==> config.mk <==
export PLATFORM = sky130hd
export DESIGN_NAME = bit_serializer_1011_src
export DESIGN_NICKNAME = d
export VERILOG_FILES = /design/src/rtl/seq_pkg.sv /design/src/rtl/bit_serializer_1011_src.sv
export SDC_FILE = /design/constraint.sdc
export NUM_CORES = 1
export LEC_CHECK = 0
export BUFFER_PORTS_ARGS = -buffer_cell sky130_fd_sc_hd__clkbuf_2
export CORE_MARGIN = 4
export CORE_UTILIZATION = 35
export CTS_CLUSTER_DIAMETER = 80
export DETAILED_ROUTE_END_ITERATION = 10
export GPL_TIMING_DRIVEN = 0
export PLACE_DENSITY_LB_ADDON = 0.05
export RECOVER_POWER = 100
export SYNTH_ARGS = -nofsm -noshare
export SYNTH_HDL_FRONTEND = slang
export SYNTH_SLANG_ARGS = --single-unit
==> constraint.sdc <==
create_clock -name clk -period 2.6 [get_ports clk]
set_clock_uncertainty 0.15 [all_clocks]
set_input_delay 0.52 -clock clk [delete_from_list [all_inputs] [get_ports clk]]
set_output_delay 0.52 -clock clk [all_outputs]
set_load 0.01 [all_outputs]
==> src/rtl/seq_pkg.sv <==
// Shared definitions for the 1011 sequence-detector slice.
//   ser_state_t   : serializer FSM states (PARITY is only reached when
//                   SER_PARITY_EN is defined)
//   SER_WIDTH_DEF : default serializer word width
//   WCNT_W_DEF    : default width of the accepted-word counter
package seq_pkg;

    typedef enum logic [1:0] {
        IDLE   = 2'd0,
        SHIFT  = 2'd1,
        PARITY = 2'd2
    } ser_state_t;

    localparam int SER_WIDTH_DEF = 8;
    localparam int WCNT_W_DEF    = 16;

endpackage : seq_pkg

==> src/rtl/bit_serializer_1011_src.sv <==
// bit_serializer_1011_src
// Upstream feeder for the 1011 sequence detector. Takes parallel words on a
// valid/ready handshake and shifts them out one bit per clock. Between bursts
// the serial line idles at 0, so any partial match in the detector is broken.
// Back-to-back words stream with no gap bits.
//
// Optional feature macro: SER_PARITY_EN
//   defined   : one even-parity bit (XOR of the word) follows every word
//   undefined : no parity state or logic, 1 payload bit per cycle
//
// Ports
//   clk       in   1       clock, rising edge
//   reset     in   1       synchronous, active-high
//   in_data   in   WIDTH   parallel word
//   in_valid  in   1       in_data valid
//   in_ready  out  1       word can be accepted this cycle
//   lsb_first in   1       bit order, sampled at the handshake (0 = MSB first)
//   bit_out   out  1       serial bit to the detector inp_bit
//   bit_valid out  1       bit_out carries payload (1) or idle fill (0)
//   word_cnt  out  WCNT_W  words accepted since reset, wrapping
module bit_serializer_1011_src
    import seq_pkg::*;
#(
    parameter int WIDTH  = SER_WIDTH_DEF,
    parameter int CNT_W  = $clog2(WIDTH),
    parameter int WCNT_W = WCNT_W_DEF
) (
    input  logic              clk,
    input  logic              reset,
    input  logic [WIDTH-1:0]  in_data,
    input  logic              in_valid,
    output logic              in_ready,
    input  logic              lsb_first,
    output logic              bit_out,
    output logic              bit_valid,
    output logic [WCNT_W-1:0] word_cnt
);

    ser_state_t        state_q, state_d;
    logic [WIDTH-1:0]  shreg_q, shreg_d;
    logic [CNT_W-1:0]  cnt_q, cnt_d;
    logic              lsb_q, lsb_d;
    logic [WCNT_W-1:0] word_cnt_q, word_cnt_d;
`ifdef SER_PARITY_EN
    logic              parity_q, parity_d;
`endif

    logic last_bit;
    logic ready_raw;
    logic accept;

    assign last_bit = (cnt_q == CNT_W'(WIDTH - 1));

    // Readiness is a function of state and bit index only; reset merely
    // masks it so nothing is advertised while the block is held in reset.
    always_comb begin
        ready_raw = 1'b0;
        case (state_q)
            IDLE:    ready_raw = 1'b1;
`ifdef SER_PARITY_EN
            PARITY:  ready_raw = 1'b1;
`else
            SHIFT:   ready_raw = last_bit;
`endif
            default: ready_raw = 1'b0;
        endcase
    end

    assign in_ready = ready_raw & ~reset;
    assign accept   = in_valid & ready_raw;

    // Next-state logic. The case covers what happens without a handshake;
    // an accept always means "load the word and start shifting", whichever
    // ready state it happened in, so it is applied afterwards as an override.
    always_comb begin
        state_d    = state_q;
        shreg_d    = shreg_q;
        cnt_d      = cnt_q;
        lsb_d      = lsb_q;
        word_cnt_d = word_cnt_q;
`ifdef SER_PARITY_EN
        parity_d   = parity_q;
`endif

        case (state_q)
            IDLE: ;
            SHIFT: begin
                if (last_bit) begin
`ifdef SER_PARITY_EN
                    state_d = PARITY;
`else
                    state_d = IDLE;
`endif
                end else begin
                    // Move the next bit to whichever end drives bit_out.
                    shreg_d = lsb_q ? {1'b0, shreg_q[WIDTH-1:1]}
                                    : {shreg_q[WIDTH-2:0], 1'b0};
                    cnt_d   = cnt_q + 1'b1;
                end
            end
`ifdef SER_PARITY_EN
            PARITY:  state_d = IDLE;
`endif
            default: state_d = IDLE;
        endcase

        if (accept) begin
            state_d    = SHIFT;
            shreg_d    = in_data;
            lsb_d      = lsb_first;
            cnt_d      = '0;
            word_cnt_d = word_cnt_q + 1'b1;
`ifdef SER_PARITY_EN
            // The word is consumed by the shifter, so its parity is
            // captured up front.
            parity_d   = ^in_data;
`endif
        end
    end

    always_ff @(posedge clk) begin
        if (reset) begin
            state_q    <= IDLE;
            shreg_q    <= '0;
            cnt_q      <= '0;
            lsb_q      <= 1'b0;
            word_cnt_q <= '0;
`ifdef SER_PARITY_EN
            parity_q   <= 1'b0;
`endif
        end else begin
            state_q    <= state_d;
            shreg_q    <= shreg_d;
            cnt_q      <= cnt_d;
            lsb_q      <= lsb_d;
            word_cnt_q <= word_cnt_d;
`ifdef SER_PARITY_EN
            parity_q   <= parity_d;
`endif
        end
    end

    // Serial outputs come from registers only.
    always_comb begin
        bit_out   = 1'b0;
        bit_valid = 1'b0;
        case (state_q)
            SHIFT: begin
                bit_valid = 1'b1;
                bit_out   = lsb_q ? shreg_q[0] : shreg_q[WIDTH-1];
            end
`ifdef SER_PARITY_EN
            PARITY: begin
                bit_valid = 1'b1;
                bit_out   = parity_q;
            end
`endif
            default: ;
        endcase
    end

    assign word_cnt = word_cnt_q;

endmodule : bit_serializer_1011_src

==> results.txt, run 1 <==
- Largest net degree at the start of global routing: 11
- Combinational power share: roughly a tenth
- Detailed Place HPWL: 2405 um
- For this run the aggregate overflow at the end of global routing stands at 0.
- Final setup vio count: 0
* Row cnt: 22
* Multiplexer fraction of the synthesized cell area: roughly 6.5%
* Number of design rule violations left after detail routing: 0
- The endpoint identified for the worst register-to-register timing path is word_cnt[14]$_SDFFE_PP0P_.
- For this run, the post-layout net count is just over 200.
* Hold path startpoint: reset
* Int Pwr: 740.5 uW
* Vias in the first global route: ~1200
- Proportion of layout cells with a drive suffix above 1: 14.51%
- The repair_antennas step left the layout with diodes totalling 0.
* Fraction of the mapped netlist area in simple logic gates: 25.09%
* Clock network latency to the later pin of the worst-skew pair: 0.28 ns
- Maximum vdd ir drop: 0.0002910 V
- Root cell of the clock tree: clkbuf_8
- The number of endpoints with negative hold slack in the final report is 0.
- The first detailed-routing pass ran for 4 iterations.
* Pwr dens: 578.7 mW/mm2
* Highest-count cells in the layout ignoring fill and taps: 29 x dfxtp_1, 27 x clkbuf_1, 14 x nor2_1, 14 x a21oi_1, 12 x a211oi_1
* Routed via count divided by cell count: 5.149
- R2r worst-path depth: 7
- Synthesis produced a netlist whose cell count is 156.
- Resize count post-CTS: 0
- Clock tree synthesis found a total of 29 sinks.
- The synthesized netlist devotes 2.669% of its cell area to adder and majority cells.
- Hold Path Class: input pin to flip-flop
- Post-synthesis register bit count: 29
* Capture endpoint of the worst hold path: cnt_q[2]$_SDFFE_PP0P_
* Most common cell after layout, fill and taps aside: dfxtp_1
- Signal arrival time at the worst endpoint: 2.36 ns
* Fin cells: ~240
- Outcome: completed
- Sequential share of the synthesized area: 41.28%
- The synthesized netlist devotes 15.39% of its cell area to compound gates.
- Of the total synthesized cell area, the portion taken by XOR and XNOR cells is 4.359%.
- Clock-pin transition on the worst setup and hold timing paths: 0.06 ns
- CTS tree: built
* Netlist area before placement: 0.001406 mm2
- Data required time of the critical path: 2.66 ns
- Worst Setup Start Kind: flip-flop
- Area enclosed by the die boundary: 0.005097 mm2
- Port Buffer Count: 29
- The initial antenna violation count came to 0.
* Deepest level of the CTS H-tree: 2
* Setup repair after global routing missed its margin: no
- Total placed cells including tap cells: 233
- Static timing analysis puts the maximum clock frequency at 433.5 MHz.
* Fraction of power consumed by sequential logic: between 40 and 50%
- Average routed wire per standard cell: 13.96 um
- Die Span X: 71.39 um
* Number of filler instances in the final layout: ~400
- Post-CTS Hold Fix Bufs: 0
- Relative to the synthesized area, the layout overhead comes to 19.57%.
* Clock power frac: 41.5%
- When the netlist entered floorplanning its net count stood at 171.
- Across all layers, the routed design uses 1241 vias.
- After layout, the worst path uses approximately nine tenths of the clock period.
* Proportion of total power due to net switching: 23.90%
* GRT Overall Usage: 14.15%
- Detailed Route WL: 3364 um
- Number of warnings issued by yosys: 0
- Routability-driven placement finished with a final weighted congestion of 0.8178.
* Floorplan die height: 71.39 um
* Post-route ant nets: 0
* Pins Over Slew Limit: 0
* Number of design-rule violations left by the first detailed-router iteration: 73
- Min Clock Period, post-route: around 2.3 ns
- Initial cell density of the core: 37.29%
* CTS max path bufs: 2
* Flop2flop setup slack: 0.29 ns
- The first global-routing pass estimated 5720 um of wire.
- Transition time of the tightest slew-check pin: 0.5346 ns
* Peak fanout along the critical path: 9
- Setup TNS Final: 0 ns
- For this design the static power due to leakage is 0.0006167 uW.
* Source of the worst register-to-register timing path: cnt_q[0]$_SDFFE_PP0P_
- The floorplan step defined a core boundary enclosing 0.003771 mm2.
* Worst hold path stage count: 2
- Net switching power: around 230 uW
* Type of the setup path with the least slack: flip-flop to flip-flop
- In this run the count of I/O pins placed on the die edge is 31.
- Worst hold margin: roughly 0.33 ns
* Relative max-transition margin: 64.36%
* Critical Path End Type: flip-flop
* Synthesized area per cell: around 9.0 um2
* Main combinational cell family by area after synthesis: simple AND/OR/NAND/NOR gates
- Across the run, the number of max-cap violations was 0.
- Clock tree synthesis inserted a total of 5 buffers.
- The number of different library cells used by synthesis comes to 29.
- Post-CTS setup buffer count: 0
-- critical path: stages, from the launching register on --
cell and delay (ns):
dfxtp_1 0.35, ha_1 0.16, ha_1 0.15, nand2b_1 0.10, clkbuf_1 0.31, nand3_1 0.31, or4_1 0.57, a21oi_1 0.14
-- logic make-up (layout without fill, tap and decap cells) --
group / count (synthesis) / after routing
buffers and inverters: 11 / 48
and+or+nand+nor: 62 / 62
xor gates and xnor gates: 7 / 7
adders and majority gates: 3 / 3
DFF: 29 / 29
AOI/OAI and AO/OA: 35 / 35
muxes: 9 / 9
-- layer usage --
metal	wire, um	up-vias	track usage (%)
li1	-	634	-
met1	1527	579	17.25
met2	1610	22	23.27
met3	180	6	5.049
met4	46	0	4.384
met5	0	-	0
-- per-stage QoR --
stage / total power, uW / instance area [um2] / utilization [%] / worst slack [ns]
detailed placement: 583.2 / 1612 / 42.73 / 0.5632
finish: 973.1 / 1682 / 44.59 / 0.2932
global placement: 581.8 / 1612 / 42.73 / 0.5951
floorplan: 549.8 / 1406 / - / 0.7462
global route: 1028 / 1682 / 44.59 / 0.09951
CTS: 995.6 / 1713 / 45.42 / 0.3461
-- how the worst max path moves through the flow --
stage	from	endpoint	slack, ns	cells past startpoint
global route	cnt_q[0]$_SDFFE_PP0P_	word_cnt[12]$_SDFFE_PP0P_	0.1	7
finish	cnt_q[0]$_SDFFE_PP0P_	word_cnt[14]$_SDFFE_PP0P_	0.29	7
global placement	cnt_q[0]$_SDFFE_PP0P_	word_cnt[14]$_SDFFE_PP0P_	0.60	7
floorplan	cnt_q[0]$_SDFFE_PP0P_	word_cnt[14]$_SDFFE_PP0P_	0.75	7
detailed placement	cnt_q[0]$_SDFFE_PP0P_	word_cnt[14]$_SDFFE_PP0P_	0.56	7
CTS	cnt_q[0]$_SDFFE_PP0P_	in_ready	0.35	6
-- cells in the mapped netlist (all sizes together) --
cell type   n  area [um2]
and4        1       11.26
a21oi      14       70.07
nand3b      3       22.52
dfxtp      29       580.6
nor2       14       52.55
nand2b      1       6.260
nand2       9       33.78
mux2i       8       80.08
o31ai       4       30.03
or3         4       26.28
or4         4       30.03
nor2b       8       50.05
xor2        7       61.31
clkbuf      8       40.04
and3        3       22.52
inv         1       3.750
a211oi     12       90.09
o21ai       4       20.02
nand4       5       31.28
nand3       8       52.55
buf         2       22.52
a31oi       1       6.260
ha          3       37.54
mux2        1       11.26
and2        2       13.77
-- layout make-up --
type	instances	area (um2)	share of cell area [%]
buffer	10	55.05	3.274
clock buffer	7	96.34	5.729
inverter	1	3.754	0.2232
tap	48	60.06	3.571
clock inverter	1	5.005	0.2976
sequential	29	580.6	34.52
timing repair buffer	29	121.4	7.217
multi-input combinational	116	759.5	45.16
-- sequential cells by signal, summed over array words and instances (netlist names) --
| name | count |
|---|---|
| state_q | 1 |
| lsb_q | 1 |
| cnt_q | 3 |
| word_cnt | 16 |
| shreg_q | 8 |
-- power groups by stage --
stage	combinational [uW]	sequential, uW	clock (uW)
5_1_grt	105	478	444
3_3_place_gp	96.8	485	0
2_1_floorplan	66.7	483	0
6_report	93.5	476	404
4_1_cts	97.8	476	422
3_5_place_dp	97.3	486	0
(Power assumes the default switching activity.)
==> run 2: changes to the inputs <==
--- a/config.mk
+++ b/config.mk
@@ -11,8 +11,9 @@
 export CTS_CLUSTER_DIAMETER = 80
 export DETAILED_ROUTE_END_ITERATION = 10
 export GPL_TIMING_DRIVEN = 0
-export PLACE_DENSITY_LB_ADDON = 0.05
+export PLACE_DENSITY_LB_ADDON = 0.12
 export RECOVER_POWER = 100
+export SLEW_MARGIN = 20
 export SYNTH_ARGS = -nofsm -noshare
 export SYNTH_HDL_FRONTEND = slang
 export SYNTH_SLANG_ARGS = --single-unit
==> constraint.sdc (replaced) <==
create_clock -name clk -period 2.5 [get_ports clk]
set_clock_uncertainty 0.15 [all_clocks]
set_input_delay 0.5 -clock clk [delete_from_list [all_inputs] [get_ports clk]]
set_output_delay 0.5 -clock clk [all_outputs]
set_load 0.01 [all_outputs]
==> results.txt, run 2 (same netlist as run 1, synthesis figures left out) <==
* First-pass GRT wire length: 5754 um (+0.59%)
- Detailed Route WL: 3403 um (+1.2%)
* Cell-by-cell listing of the critical path: ha_1, ha_1, nor2b_1, clkbuf_1, nor2_1, clkbuf_1
- The die extent in x was 71.39 um (unchanged).
* Root cell of the clock tree: clkbuf_8
- Floorplan die height: 71.39 um (unchanged)
- The share of layout cells above drive strength 1 was 13.47% (-1.0 points).
- Pwr dens: 577.5 mW/mm2 (-0.19%)
- The count of boundary I/O pins was 31 (unchanged).
- Compared with the post-synthesis result, the final layout area differs by 18.59%.
* Number of filler instances in the final layout: 410 (+4.9%)
- Signal arrival time at the worst endpoint: 1.60 ns (-0.76 ns)
* Row cnt: 22 (unchanged)
- Maximum clock frequency: 445.2 MHz
* Post-route ant nets: 0 (unchanged)
- On the critical path, the stage with the largest delay is an instance of dfxtp_1.
- Min Clock Period, post-route: 2.246 ns
- Area enclosed by the die boundary: 0.005097 mm2 (unchanged)
* Delay of the slowest critical-path stage: 0.33 ns (-0.24 ns)
- Hold Fails Final Rpt: 0 (unchanged)
- The setup slack on the worst flop-to-flop path came to 0.42 ns (+0.13 ns).
- Number of design rule violations left after detail routing: 0 (unchanged)
* Relative max-transition margin: 64.92% (+0.56 points)
* Largest net degree at the start of global routing: 11 (unchanged)
- Hold Path Class: input pin to flip-flop
* Kind of cell adding the most delay to the critical path: buffers and inverters
- The clock buffer count from CTS is 5 (unchanged).
- Seq. cell area: 580.6 um2 (unchanged)
* Routed via count divided by cell count: 5.257 (+2.1%)
- The total cell area at the placement stage is 0.001612 mm2 (unchanged).
- Clock-pin transition on the worst setup and hold timing paths: 0.06 ns (about the same)
- Static leakage power: 0.0006068 uW (-1.6%)
* Post-CTS Hold Fix Bufs: 0 (unchanged)
- The half-perimeter wire length after detailed placement came to 2452 um (+1.9%).
- The number of violations reported at the end of detailed-routing iteration 0 came to 67 (-8.2%).
* CTS max path bufs: 2 (unchanged)
- The clock latency at the later pin of the worst-skew pair is 0.28 ns (about the same).
- CTS tree: built
* Peak fanout along the critical path: 7 (-2)
- In the layout the commonest cells are 29 x clkbuf_1, 29 x dfxtp_1, 14 x nor2_1, 14 x a21oi_1, 12 x a211oi_1.
- Average routed wire per standard cell: 14.12 um (+1.2%)
* Number of buffers and inverters on the critical path: 2 (+1)
- The number of maximum-capacitance violations was 0 (unchanged).
* Area of the core: 0.003771 mm2 (unchanged)
- The largest vdd supply drop is 0.0002924 V (+0.48%).
- Setup repair after global routing missed its margin: no
* DR pass1 iterations: 4 (unchanged)
- The multi-input logic area was 759.5 um2 (unchanged).
* Transition time of the tightest slew-check pin: 0.5262 ns (-0.008442 ns)
* Max reg flops: 16 (unchanged)
- The startpoint identified for the worst register-to-register timing path is cnt_q[0]$_SDFFE_PP0P_.
* Hold path startpoint: reset
* R2r worst-path depth: 7 (unchanged)
- Final weighted congestion in routability-driven placement: 0.8284 (+1.3%)
- The worst hold path terminates at word_cnt[14]$_SDFFE_PP0P_.
* NumNets Final: 207 (unchanged)
* Type of the setup path with the least slack: flip-flop to output pin
* # clock sinks: 29 (unchanged)
- Post-CTS setup buffer count: 0 (unchanged)
* Initial cell density of the core: 37.29% (unchanged)
- In this run the critical register-to-register path is captured at word_cnt[14]$_SDFFE_PP0P_.
- The worst setup path is launched from a flip-flop.
- The cell area after layout is 0.001668 mm2 (-0.82%).
- Final setup vio count: 0 (unchanged)
* Outcome: completed
- Remaining global-route overflow: 0 (unchanged)
- Vias in the first global route: 1268 (+5.4%)
- The required time of the critical path came to 1.85 ns (-0.81 ns).
- The level count of the clock H-tree is 2 (unchanged).
- The number of vias in the routed layout came to 1267 (+2.1%).
- The total negative slack for setup checks was 0 ns (unchanged).
- Port Buffer Count: 29 (unchanged)
- Final period util: 89.85%
- The antenna diode count was 0 (unchanged).
- Pins Over Slew Limit: 0 (unchanged)
* GRT Overall Usage: 14.25% (+0.10 points)
- Resize count post-CTS: 0 (unchanged)
* Worst hold path stage count: 2 (unchanged)
* Antenna violations before repair: 0 (unchanged)
* Critical Path End Type: output pin
==> run 2: changes by cell type in the layout (fill, tap and decap cells not counted) <==
| cell | change |
|---|---|
| clkinv_2 | -1 |
| clkbuf_8 | -2 |
| clkbuf_1 | +2 |
| buf_6 | +1 |
==> run 2: power by group <==
| part | internal, uW | switching [uW] |
|---|---|---|
| Sequential | 480 | 15.4 |
| Combinational | 43.8 | 55.1 |
| Clock | 197 | 172 |
| Total | 721 | 242 |
==> run 2: routing by layer <==
metal | track usage (%) | wire length [um] | vias to the layer above
li1 | - | - | 637
met1 | 16.95 | 1555 | 597
met2 | 23.78 | 1629 | 27
met3 | 4.909 | 168 | 6
met4 | 5.010 | 50 | 0
met5 | 0 | 0 | -
==> run 2: worst register-to-register path: stages (launching register included) <==
cell      delay (ns)
dfxtp_1         0.36
ha_1            0.17
ha_1            0.16
nand2b_1        0.13
buf_6           0.13
nand3_1         0.22
or4_1           0.56
a21oi_1         0.14
==> run 2: area by class of cell <==
class	count	area share, %
buffer	10	3.751
clock buffer	8	4.801
inverter	1	0.2251
multi-input combinational	116	45.54
sequential	29	34.81
tap	48	3.601
timing repair buffer	29	7.277
==> run 2: worst max path at each step <==
| stage | startpoint | to | slack [ns] | depth (start not counted) |
|---|---|---|---|---|
| floorplan | cnt_q[0]$_SDFFE_PP0P_ | word_cnt[14]$_SDFFE_PP0P_ | 0.65 | 7 |
| global placement | cnt_q[0]$_SDFFE_PP0P_ | word_cnt[7]$_SDFFE_PP0P_ | 0.48 | 8 |
| detailed placement | cnt_q[0]$_SDFFE_PP0P_ | word_cnt[14]$_SDFFE_PP0P_ | 0.46 | 7 |
| CTS | cnt_q[0]$_SDFFE_PP0P_ | in_ready | 0.25 | 6 |
| global route | cnt_q[0]$_SDFFE_PP0P_ | in_ready | 0.12 | 6 |
| finish | cnt_q[0]$_SDFFE_PP0P_ | in_ready | 0.25 | 6 |
==> run 2: stage by stage <==
stage	utilization (%)	cells	worst slack [ns]	total power [uW]	hold WS (ns)
global placement	42.73	233	0.4767	604.1	0.3221
global route	44.23	241	0.1212	1008	0.2980
CTS	44.86	241	0.2466	980.2	0.2948
floorplan	-	156	0.6462	571.7	0.3156
detailed placement	42.73	233	0.4573	606.9	0.3390
finish	44.23	241	0.2538	963.2	0.2983
